===== config.mk =====
export PLATFORM = sky130hd
export DESIGN_NAME = twiddle_fetch_ctrl
export DESIGN_NICKNAME = d
export VERILOG_FILES = /design/src/rtl/twiddle_fetch_ctrl.sv
export SDC_FILE = /design/constraint.sdc
export NUM_CORES = 1
export LEC_CHECK = 0
export BUFFER_PORTS_ARGS = -buffer_cell sky130_fd_sc_hd__buf_2
export CAP_MARGIN = 15
export CELL_PAD_IN_SITES_DETAIL_PLACEMENT = 0
export CELL_PAD_IN_SITES_GLOBAL_PLACEMENT = 1
export CORE_MARGIN = 2
export CORE_UTILIZATION = 43
export DETAILED_ROUTE_END_ITERATION = 6
export PLACE_DENSITY_LB_ADDON = 0.3
export SETUP_SLACK_MARGIN = 0.5
export SKIP_CTS_REPAIR_TIMING = 1
export SLEW_MARGIN = 20
export SYNTH_ARGS = -nofsm -noshare
export SYNTH_HDL_FRONTEND = slang
export SYNTH_SLANG_ARGS = --single-unit

===== constraint.sdc =====
create_clock -name clk_i -period 12.8 [get_ports clk_i]
set_input_delay 1.92 -clock clk_i [delete_from_list [all_inputs] [get_ports clk_i]]
set_output_delay 1.92 -clock clk_i [all_outputs]
set_load 0.05 [all_outputs]

===== src/rtl/twiddle_fetch_ctrl.sv =====
// twiddle_fetch_ctrl: sequences twiddle ROM reads for a radix-2 DIT FFT and streams tagged coefficients
// Ports: clk_i/reset_n_i (sync active-low); cfg_len_log2_i/start_i launch a run of length 2^L;
// busy_o/done_o/err_o report run status; rom_addr_o/rom_addr_valid_o issue reads and
// rom_data_i/rom_data_valid_i return them one cycle later; tw_* is the valid/ready coefficient
// stream tagged with stage, butterfly index and last flag.
module twiddle_fetch_ctrl #(
  parameter int MAX_FFT_LENGTH_LOG2 = 12,
  parameter int FIFO_DEPTH = 2
) (
  input  logic        clk_i,
  input  logic        reset_n_i,
  input  logic [3:0]  cfg_len_log2_i,
  input  logic        start_i,
  output logic        busy_o,
  output logic        done_o,
  output logic        err_o,
  output logic [15:0] rom_addr_o,
  output logic        rom_addr_valid_o,
  input  logic [31:0] rom_data_i,
  input  logic        rom_data_valid_i,
  output logic [31:0] tw_data_o,
  output logic [3:0]  tw_stage_o,
  output logic [15:0] tw_bfly_o,
  output logic        tw_last_o,
  output logic        tw_valid_o,
  input  logic        tw_ready_i
);
  typedef enum logic [1:0] {IDLE, RUN, DRAIN, DONE} state_t;
  state_t      state_q;
  logic [3:0]  len_q, s_q, sb_s_q;
  logic [15:0] b_q, sb_b_q, b_max;
  logic        sb_last_q, inflight_q, inflight_d, err_q;
  logic [52:0] mem_q [2];
  logic        rd_ptr_q, wr_ptr_q;
  logic [1:0]  count_q, count_d;
  logic        start_ok, last_bfly, last_iss, issue, push, pop;
  logic [31:0] addr_w;
  logic [52:0] head;
  always_comb begin
    start_ok = cfg_len_log2_i != 4'd0 && !(5'(cfg_len_log2_i) > 5'(MAX_FFT_LENGTH_LOG2));
    b_max = 16'((17'd1 << (len_q - 4'd1)) - 17'd1);
    last_bfly = b_q == b_max;
    last_iss = last_bfly && s_q == len_q - 4'd1;
    pop = count_q != 2'd0 && tw_ready_i;
    push = rom_data_valid_i && inflight_q;
    // Credit counts this cycle's pop as freed space so a ready sink sees one coefficient per cycle;
    // an issued read lands one cycle later, by which time the popped slot is free.
    issue = state_q == RUN && (3'(count_q) - 3'(pop) + 3'(inflight_q) < 3'(FIFO_DEPTH));
    addr_w = (32'(b_q) & ((32'd1 << s_q) - 32'd1)) << (5'(MAX_FFT_LENGTH_LOG2 - 1) - 5'(s_q));
    inflight_d = issue || (inflight_q && !rom_data_valid_i);
    count_d = count_q + 2'(push) - 2'(pop);
    head = mem_q[rd_ptr_q];
  end
  always_ff @(posedge clk_i) begin
    if (!reset_n_i) begin
      state_q <= IDLE;
      len_q <= '0;
      s_q <= '0;
      b_q <= '0;
      sb_s_q <= '0;
      sb_b_q <= '0;
      sb_last_q <= 1'b0;
      inflight_q <= 1'b0;
      err_q <= 1'b0;
      rd_ptr_q <= 1'b0;
      wr_ptr_q <= 1'b0;
      count_q <= '0;
    end else begin
      err_q <= state_q == IDLE && start_i && !start_ok;
      inflight_q <= inflight_d;
      count_q <= count_d;
      if (push) begin
        mem_q[wr_ptr_q] <= {rom_data_i, sb_s_q, sb_b_q, sb_last_q};
        wr_ptr_q <= ~wr_ptr_q;
      end
      if (pop) rd_ptr_q <= ~rd_ptr_q;
      if (issue) begin
        sb_s_q <= s_q;
        sb_b_q <= b_q;
        sb_last_q <= last_iss;
        b_q <= last_bfly ? 16'd0 : b_q + 16'd1;
        s_q <= last_bfly ? s_q + 4'd1 : s_q;
      end
      unique case (state_q)
        IDLE: if (start_i && start_ok) begin
          len_q <= cfg_len_log2_i;
          s_q <= '0;
          b_q <= '0;
          state_q <= RUN;
        end
        RUN: if (issue && last_iss) state_q <= DRAIN;
        // Look at next-cycle occupancy so done lands exactly one cycle after the last handshake.
        DRAIN: if (count_d == 2'd0 && !inflight_d) state_q <= DONE;
        DONE: state_q <= IDLE;
      endcase
    end
  end
  assign busy_o = state_q != IDLE;
  assign done_o = state_q == DONE;
  assign err_o = err_q;
  assign rom_addr_valid_o = issue;
  assign rom_addr_o = issue ? addr_w[15:0] : 16'd0;
  assign tw_valid_o = count_q != 2'd0;
  assign {tw_data_o, tw_stage_o, tw_bfly_o, tw_last_o} = tw_valid_o ? head : '0;
endmodule


==> key figures, run 1 <==
Global routing
  • Vias in the first global route: 6516
  • Grt ovf: 0
  • GRT Util Overall: 19.3%
  • Largest net degree at the start of global routing: 55
  • Initial antenna violation count: 0
  • First-pass GRT wire length: 33900 um

Timing
  • Fin crit period: roughly 7.3 ns
  • Final count of pins violating max slew: 0
  • Final Cycle Share: between 50 and 60%
  • Final Setup Violations: 0
  • Final hold vios: 0
  • Fin Setup TNS: 0 ns
  • Clk_skew: approximately 0.0087 ns
  • Fmax: 0.137 GHz
  • Rel. slew slack: 35.5%
  • RSZ-0062 raised after global routing: no
  • Actual slew at the worst max-slew pin: 0.966 ns

Clocking
  • CTS tree: yes
  • H-tree depth: 4
  • Clk sinks: 160
  • Clk buf depth: 2
  • Root buf cell: clkbuf_16
  • Reg clk slew, reported paths: 0.06 ns
  • CTS buffer count: 17
  • Worst-skew pair later-pin latency: 0.42 ns

Power and ir drop
  • Leakage dissipation: 3.86 nW
  • Pwr Total: 1.82 mW
  • Power density over cell area: between 150 and 200 mW/mm2
  • Max rail drop VDD: ~0.09 mV

Die
  • Die area: 0.0218 mm2
  • Row count: between 50 and 60
  • Core footprint: 0.0202 mm2
  • # IOs: 115
  • Initial Utilization: 43.9%
  • Die Y: approximately 150 um
  • Die W: between 100 and 150 um

Final layout
  • ANT cells: 0
  • P&R area growth vs syn: 14.8%
  • Final std cells w/o fill: 1277
  • Post-route design area: 0.0102 mm2
  • NumNets Final: 1059
  • Final Util: 50.4%
  • # fillers: around 1900
  • Share of cells above drive strength 1: 18.2%

Synth
  • Syn avg cell area: 9.66 um2
  • Syn_nets: 984
  • Yosys top cell by area: edfxtp_1
  • Synth area leaders: edfxtp_1, dfxtp_1, mux2i_1, nor2_1, nand2_1
  • Register area share after synthesis: between 40% and 50%
  • Commonest register cell after synthesis: edfxtp_1
  • Async S/R FF share, synth: 0%
  • Top-area cell type share of the netlist area: 35.9%
  • Count leader, synth: nor2_1
  • Yosys reg bits: 160
  • Post-synth top cells: nor2_1, edfxtp_1, nand2_1
  • Ys Warns: 0
  • EDFF count, synth: 106
  • Mapped cell area: 0.00888 mm2
  • Synth unique cells: 72
  • Cells after synthesis: approximately 920

Setup path
  • R2R depth: 15
  • Worst r2r src: len_q[0]
  • Critical-path top delay cell: inv_1
  • Setup slack, reg-to-reg: 7.78 ns
  • CP endpoint kind: primary output
  • Type of origin of the critical path: primary input
  • CP peak stage delay: ~0.64 ns
  • Endpoint of the worst register-to-register path: b_q[2]
  • Crit-path max FO: 33
  • Worst setup path start: tw_ready_i
  • Crit path kind: in2out
  • Cells along the critical path: buf_2 > and2_1 > ha_1 > nand2b_1 > fa_1 > xnor2_1 > nand3_1 > buf_4 > inv_1 > nand2b_1 > o21ai_0 > o21a_1 > a21oi_1 > a211oi_1 > buf_2
  • Critical Path Sink: rom_addr_o[13]
  • Crit path DAT: 5.39 ns
  • CP required: between 10 and 15 ns

Routing
  • 1st-iter DRT viols: 540
  • Routed wire length: 21100 um
  • Wirelength per Cell: 16.5 um
  • Post-DRT Antenna Nets: 0
  • Drt first pass iters: 5
  • Vias: approximately 7100
  • # DRC: 0
  • DR vias/cell: 5.52

Outcome
  • Outcome: complete, no violations

Placement
  • Gpl congestion: about 0.86
  • I/O Buffers: 114
  • Dpl cells: 1245
  • Post-place instance area: 0.00961 mm2
  • DP HPWL: around 14000 um

Job
  • Max Cap Violations: 0

Worst hold path
  • Hold Crit Class: reg2reg
-- metal layers --
| metal | up-vias | wire length, um | track usage [%] |
|---|---|---|---|
| met2 | 200 | 9880 | 31.6 |
| met3 | 21 | 983 | 3.52 |
| met5 | - | 0 | 0 |
| li1 | 3481 | - | - |
| met4 | 0 | 265 | 5.34 |
| met1 | 3351 | 9980 | 26.5 |
-- flip-flops by register name (all words and copies together), names as in the netlist, named ones only --
register	cells
b_q	16
count_q	2
err_o	1
inflight_q	1
len_q	4
mem_q	106
rd_ptr_q	1
s_q	4
sb_b_q	16
sb_last_q	1
sb_s_q	4
state_q	2
wr_ptr_q	1
-- per-stage QoR --
stage	hold WS, ns	setup WS, ns
floorplan	0.417	5.80
global placement	0.425	5.53
detailed placement	0.430	5.49
CTS	0.449	5.48
global route	0.453	5.12
finish	0.450	5.49
-- worst min-delay path by stage --
stage	to	cells past startpoint	startpoint	slack, ns
6_report	mem_q[1][0]	0	sb_last_q	0.45
5_1_grt	mem_q[0][0]	0	sb_last_q	0.45
4_1_cts	mem_q[1][0]	0	sb_last_q	0.45
3_5_place_dp	mem_q[1][0]	0	sb_last_q	0.43
3_3_place_gp	mem_q[0][0]	0	sb_last_q	0.42
2_1_floorplan	mem_q[0][0]	0	sb_last_q	0.42
-- cells by family (layout without fill, tap and decap cells) --
kind of cell	after synthesis	count (layout)	synth area share, %
muxes	77	77	8.78
xor gates and xnor gates	40	40	3.95
buffers and inverters	96	184	4.21
AOI/OAI and AO/OA	188	188	13.9
and+or+nand+nor	334	334	17.7
adders and majority gates	24	24	3.47
DFF	160	160	48.0
-- critical path, delay by kind of cell --
kind	cells	cell delay (ns)
AOI/OAI and AO/OA	4	0.64
and+or+nand+nor	4	0.74
xor gates and xnor gates	1	0.14
adders and majority gates	2	0.65
buffers and inverters	4	1.27
-- power breakdown --
part           switching, mW  internal (mW)
combinational          0.532          0.205
sequential            0.0268          0.574
clock                  0.225          0.261
total                  0.784           1.04
-- cells in the final DEF, fill, tap and decap left out, types with 7 or more instances in the layout --
| cell | instances |
|---|---|
| a211oi_1 | 9 |
| a21oi_1 | 54 |
| a31oi_1 | 9 |
| and2_1 | 9 |
| and3_1 | 13 |
| buf_2 | 114 |
| buf_4 | 9 |
| clkbuf_16 | 17 |
| dfxtp_1 | 53 |
| edfxtp_1 | 106 |
| ha_1 | 23 |
| inv_1 | 26 |
| inv_8 | 7 |
| mux2_2 | 7 |
| mux2i_1 | 70 |
| nand2_1 | 86 |
| nand2b_1 | 7 |
| nand3_1 | 24 |
| nand4_1 | 10 |
| nor2_1 | 119 |
| nor2b_1 | 9 |
| nor3_1 | 15 |
| nor4_1 | 8 |
| o211ai_1 | 11 |
| o21ai_0 | 34 |
| or3_1 | 8 |
| xnor2_1 | 26 |
| xor2_1 | 14 |
-- layout make-up --
class	count	area, um2	share of cell area (%)
clock buffers	17	425	4.18
clock inverters	15	154	1.51
flip-flops and latches	160	4270	41.9
repair buffers	123	638	6.26
multi-input cells	663	4260	41.8
well taps	270	338	3.32
inverters	29	109	1.07
Power figures use the tool's default switching activity.
==> run 2, diff against run 1 <==
--- a/config.mk
+++ b/config.mk
@@ -10,7 +10,7 @@
 export CELL_PAD_IN_SITES_DETAIL_PLACEMENT = 0
 export CELL_PAD_IN_SITES_GLOBAL_PLACEMENT = 1
 export CORE_MARGIN = 2
-export CORE_UTILIZATION = 43
+export CORE_UTILIZATION = 41
 export DETAILED_ROUTE_END_ITERATION = 6
 export PLACE_DENSITY_LB_ADDON = 0.3
 export SETUP_SLACK_MARGIN = 0.5
==> constraint.sdc (replaced) <==
create_clock -name clk_i -period 6.5 [get_ports clk_i]
set_input_delay 0.975 -clock clk_i [delete_from_list [all_inputs] [get_ports clk_i]]
set_output_delay 0.975 -clock clk_i [all_outputs]
set_load 0.05 [all_outputs]
==> run 2 against run 1 <==
  * The flow now finishes with violations (DRC)
  * Via count grew 0.89%
  * Final cell count increased by 0.70%
  * Clock skew barely moved
  * Die area rose by 4.7%
  * Critical path depth shrank 1
  * Sequential power grew 96%
  * Critical path type is now reg2out
  * Critical endpoint is now rom_addr_o[12]
==> key figures, run 2 (synthesized netlist as in run 1, its figures left out) <==
Outcome
  • Outcome: finished, violations left
  • Violated checks: DRC

Worst hold path
  • Beginning of the worst hold path: sb_b_q[14]
  • Hold Crit Class: reg2reg

Die
  • Die area: about 0.023 mm2
  • Die Y: 151 um
  • Initial Utilization: a little over two fifths
  • Die W: 151 um
  • # IOs: 115
  • Row count: 53
  • Core footprint: ~0.021 mm2

Setup path
  • Critical-path top delay cell: or3b_2
  • Worst setup path start: s_q[0]
  • CP delay by family, top: compound AO/OA/AOI/OAI gates
  • Critical path's most frequent cell: ha_1
  • Cells along the critical path: inv_1 > ha_1 > or3b_2 > ha_1 > nor3b_1 > nand3_1 > nand2_1 > a22o_1 > a2111oi_1 > a21o_1 > nor2_1 > a211o_1 > a22oi_1 > buf_2
  • CP endpoint kind: primary output
  • Crit path kind: reg2out
  • CP required: 5.52 ns
  • Crit path DAT: 4.60 ns
  • Worst r2r src: len_q[0]
  • CP peak stage delay: 0.51 ns
  • Number of buffers and inverters on the critical path: 2
  • Type of origin of the critical path: flop
  • Crit-path max FO: 16

Placement
  • Pre-CTS WS: roughly 1.3 ns
  • I/O Buffers: 114
  • Gpl congestion: 0.893
  • DP HPWL: approximately 15000 um

Timing
  • Actual slew at the worst max-slew pin: around 1.0 ns
  • Final count of pins violating max slew: 0
  • Rel. slew slack: just over 30%
  • Final Setup Violations: 0
  • Fin Setup TNS: 0 ns
  • RSZ-0062 raised after global routing: no
  • Fin crit period: about 5.6 ns
  • Fmax: 0.179 GHz
  • Final worst-path setup slack: ~0.9 ns
  • Final hold vios: 0
  • Clk_skew: 0.00835 ns
  • Final Cycle Share: between 80% and 90%
  • Worst hold-check slack: 0.454 ns

Power and ir drop
  • Max rail drop VDD: 0.191 mV
  • Pint: 2.06 mW
  • Register share of total power: 32.3%
  • Switch share: 43.4%
  • Combinational group share of total power: 40.7%
  • Psw: 1.58 mW
  • Leakage dissipation: 3.90 nW
  • Power density over cell area: 356 mW/mm2
  • Clock share of power: 27.0%

Final layout
  • Share of cells above drive strength 1: a little under a fifth
  • NumNets Final: 1063
  • Max FFs per register: 106
  • ANT cells: 0
  • Most common cell after layout, fill and taps aside: nor2_1
  • Biggest regs: mem_q: 106 flops, b_q: 16 flops, sb_b_q: 16 flops
  • Most frequent cells in the layout: nor2_1, buf_2, edfxtp_1
  • Largest reg by FF count: mem_q
  • P&R area growth vs syn: 15.4%

Clocking
  • Reg clk slew, reported paths: around 0.07 ns
  • Root buf cell: clkbuf_16
  • CTS tree: yes
  • CTS buffer count: 17
  • Worst-skew pair later-pin latency: 0.42 ns
  • Clk buf depth: 2
  • Clk sinks: between 150 and 200
  • H-tree depth: 4

Global routing
  • Grt ovf: 0
  • Largest net degree at the start of global routing: 54
  • GRT Util Overall: 19.1%
  • First-pass GRT wire length: 34000 um
  • Vias in the first global route: 6578
  • Initial antenna violation count: 0

Routing
  • Routed wire length: between 20000 and 25000 um
  • # DRC: 2
  • DR vias/cell: 5.53
  • Drt first pass iters: 7
  • Vias: just over 7000
  • Post-DRT Antenna Nets: 0
  • Wirelength per Cell: 16.9 um
  • 1st-iter DRT viols: 528

Job
  • Max Cap Violations: 0
## run 2: power groups by stage
stage | clock, mW | combinational (mW) | sequential [mW]
2_1_floorplan | 0 | 1.16 | 1.18
3_3_place_gp | 0 | 1.49 | 1.20
3_5_place_dp | 0 | 1.48 | 1.20
4_1_cts | 1.00 | 1.48 | 1.18
5_1_grt | 1.06 | 1.61 | 1.18
6_report | 0.985 | 1.48 | 1.18
## run 2: metrics by stage
step | cell area, um2 | power (mW) | utilization, % | instances
floorplan | 8880 | 2.34 | - | 919
global placement | 9640 | 2.68 | 45.6 | 1254
detailed placement | 9640 | 2.68 | 45.6 | 1254
CTS | 10200 | 3.66 | 48.4 | 1286
global route | 10200 | 3.85 | 48.4 | 1286
finish | 10200 | 3.64 | 48.4 | 1286
## run 2: worst paths after layout
path | to | slack, ns | cells after the start
hold / removal | mem_q[0][15] | 0.45 | 0
hold reg to reg | mem_q[0][15] | 0.45 | 0
setup / recovery | rom_addr_o[12] | 0.92 | 14
setup reg to reg | b_q[12] | 1.48 | 15
## run 2: per-layer routing
layer	global-route usage, %	wire (um)
met1	25.3	9670
met2	30.7	9920
met3	4.64	1620
met4	6.36	482
met5	0	0
## run 2: area by class of cell
type | count | area (um2)
flip-flops and latches | 160 | 4270
repair buffers | 127 | 668
fillers | 1987 | 10900
inverters | 29 | 109
clock buffers | 17 | 425
well taps | 275 | 344
clock inverters | 15 | 176
multi-input cells | 663 | 4260
==> run 3, diff against run 2 <==
--- a/config.mk
+++ b/config.mk
@@ -13,6 +13,7 @@
 export CORE_UTILIZATION = 41
 export DETAILED_ROUTE_END_ITERATION = 6
 export PLACE_DENSITY_LB_ADDON = 0.3
+export RECOVER_POWER = 50
 export SETUP_SLACK_MARGIN = 0.5
 export SKIP_CTS_REPAIR_TIMING = 1
 export SLEW_MARGIN = 20
==> run 3 against run 2 <==
  * The flow finishes with violations (capacitance limit, slew limit)
  * Final cell count is the same
  * Setup slack better by 0.0084 ns
  * Utilization fell by 0.25 points
  * Clock power about the same
  * Non-clock buffer count stayed put
  * Largest power group unchanged
  * Hold slack hardly changed
  * Highest routed layer unchanged
==> key figures, run 3 (synthesized netlist as in run 1, its figures left out) <==
Die
  • Die W: 151 um
  • Core footprint: 0.0212 mm2
  • # IOs: 115
  • Die Y: approximately 150 um
  • Die area: approximately 0.023 mm2
  • Initial Utilization: 42.0%
  • Row count: 53

Final layout
  • Share of cells above drive strength 1: 15.8%
  • # fillers: 2003
  • Most common cell after layout, fill and taps aside: nor2_1
  • Biggest regs: mem_q: 106 flops, b_q: 16 flops, sb_b_q: 16 flops
  • Footprint of the multi-input gates: between 0.004 and 0.005 mm2
  • Largest reg by FF count: mem_q
  • NumNets Final: 1063
  • Register Area: 0.00427 mm2
  • ANT cells: 0
  • Most frequent cells in the layout: nor2_1, edfxtp_1, buf_2
  • Max FFs per register: 106
  • P&R area growth vs syn: 14.8%

Global routing
  • Initial antenna violation count: 0
  • Largest net degree at the start of global routing: 54
  • Met1 Usage GRT: 25.3%
  • Grt ovf: 0
  • GRT Util Overall: 19.1%
  • Met2 Resource Use GR: between 30 and 40%
  • First-pass GRT wire length: roughly 34000 um
  • Vias in the first global route: between 6000 and 7000
  • GR Util met3: 4.64%
  • GR peak layer: met2

Placement
  • I/O Buffers: 114
  • DP HPWL: 15300 um
  • Gpl congestion: 0.893
  • Pre-CTS WS: 1.33 ns

Job
  • Max Cap Violations: 1

Timing
  • Final worst-path setup slack: between 0.9 and 1 ns
  • Actual slew at the worst max-slew pin: around 1.8 ns
  • Fin Setup TNS: 0 ns
  • Fin crit period: 5.57 ns
  • Final Setup Violations: 0
  • RSZ-0062 raised after global routing: no
  • Rel. slew slack: -17.3%
  • Fmax: 0.180 GHz
  • Final count of pins violating max slew: 33
  • Final hold vios: 0
  • Final Cycle Share: 85.6%
  • Clk_skew: 0.0104 ns
  • Worst hold-check slack: 0.454 ns

Setup path
  • Crit path DAT: 4.59 ns
  • R2R depth: 15
  • CP required: 5.52 ns
  • Crit path kind: reg2out
  • Type of origin of the critical path: flop
  • CP endpoint kind: primary output
  • Crit-path max FO: 16

Power and ir drop
  • Combinational group share of total power: a little over 40%
  • Psw: 1.58 mW
  • Register share of total power: 32.3%
  • Power density over cell area: ~360 mW/mm2
  • Leakage dissipation: between 3 and 4 nW
  • Clock share of power: 27.1%
  • Switch share: 43.4%
  • Max rail drop VDD: 0.190 mV
  • Pint: between 2 and 2.5 mW

Clocking
  • Clk sinks: 160
  • Clk buf depth: 2
  • Reg clk slew, reported paths: 0.07 ns
  • CTS buffer count: 17
  • Root buf cell: clkbuf_16
  • CTS tree: yes
  • H-tree depth: 4
  • Worst-skew pair later-pin latency: about 0.43 ns

Outcome
  • Violated checks: capacitance limit, slew limit
  • Outcome: finished, violations left

Routing
  • Wirelength per Cell: about 17 um
  • Vias: 7116
  • 1st-iter DRT viols: 519
  • Post-DRT Antenna Nets: 0
  • # DRC: 0
  • DR vias/cell: about 5.5
  • Routed wire length: 21800 um
  • Drt first pass iters: 5

Worst hold path
  • Cells on Worst Hold Path: 0
  • Hold Crit Class: reg2reg
run 3: cell count changes in the layout (fill, tap and decap cells not counted), sizes merged:
cell,before,now
buf,127,105
clkbuf,17,39
run 3: area by class of cell:
class,count,share of cell area [%]
flip-flops and latches,160,41.9
clock buffers,17,4.17
clock inverters,15,1.73
repair buffers,127,6.20
well taps,275,3.38
multi-input cells,663,41.6
inverters,29,1.07
run 3: critical path, stage by stage, from the launching register on:
cell	delay (ns)
dfxtp_1	0.31
inv_1	0.40
ha_1	0.48
or3b_2	0.51
ha_1	0.31
nor3b_1	0.18
nand3_1	0.16
nand2_1	0.15
a22o_1	0.21
a2111oi_1	0.50
a21o_1	0.20
nor2_1	0.04
a211o_1	0.28
a22oi_1	0.14
buf_2	0.29
run 3: metrics by stage:
stage / power (mW) / cell area [um2] / cells / utilization (%)
2_1_floorplan: 2.34 / 8880 / 919 / -
3_3_place_gp: 2.68 / 9640 / 1254 / 45.6
3_5_place_dp: 2.68 / 9640 / 1254 / 45.6
6_report: 3.64 / 10200 / 1286 / 48.2
4_1_cts: 3.66 / 10200 / 1286 / 48.4
5_1_grt: 3.84 / 10200 / 1286 / 48.2
run 3: path summary, 6_finish.rpt:
kind	end	slack (ns)	start
max	rom_addr_o[12]	0.93	s_q[0]
max reg2reg	b_q[12]	1.48	len_q[0]
min reg2reg	mem_q[0][15]	0.45	sb_b_q[14]
min	mem_q[0][15]	0.45	sb_b_q[14]
run 3: routing by layer:
layer | part of all wire (%) | wire [um] | up-vias
li1 | - | - | 3477
met1 | 45 | 9710 | 3342
met2 | 46 | 10100 | 255
met3 | 6.8 | 1480 | 42
met4 | 2.1 | 463 | 0
met5 | 0 | 0 | -
run 3: power by group through the flow:
stage	sequential, mW	combinational, mW	clock (mW)
6_report	1.18	1.48	0.984
5_1_grt	1.18	1.60	1.06
4_1_cts	1.18	1.48	1.00
3_5_place_dp	1.20	1.48	0
3_3_place_gp	1.20	1.49	0
2_1_floorplan	1.18	1.16	0
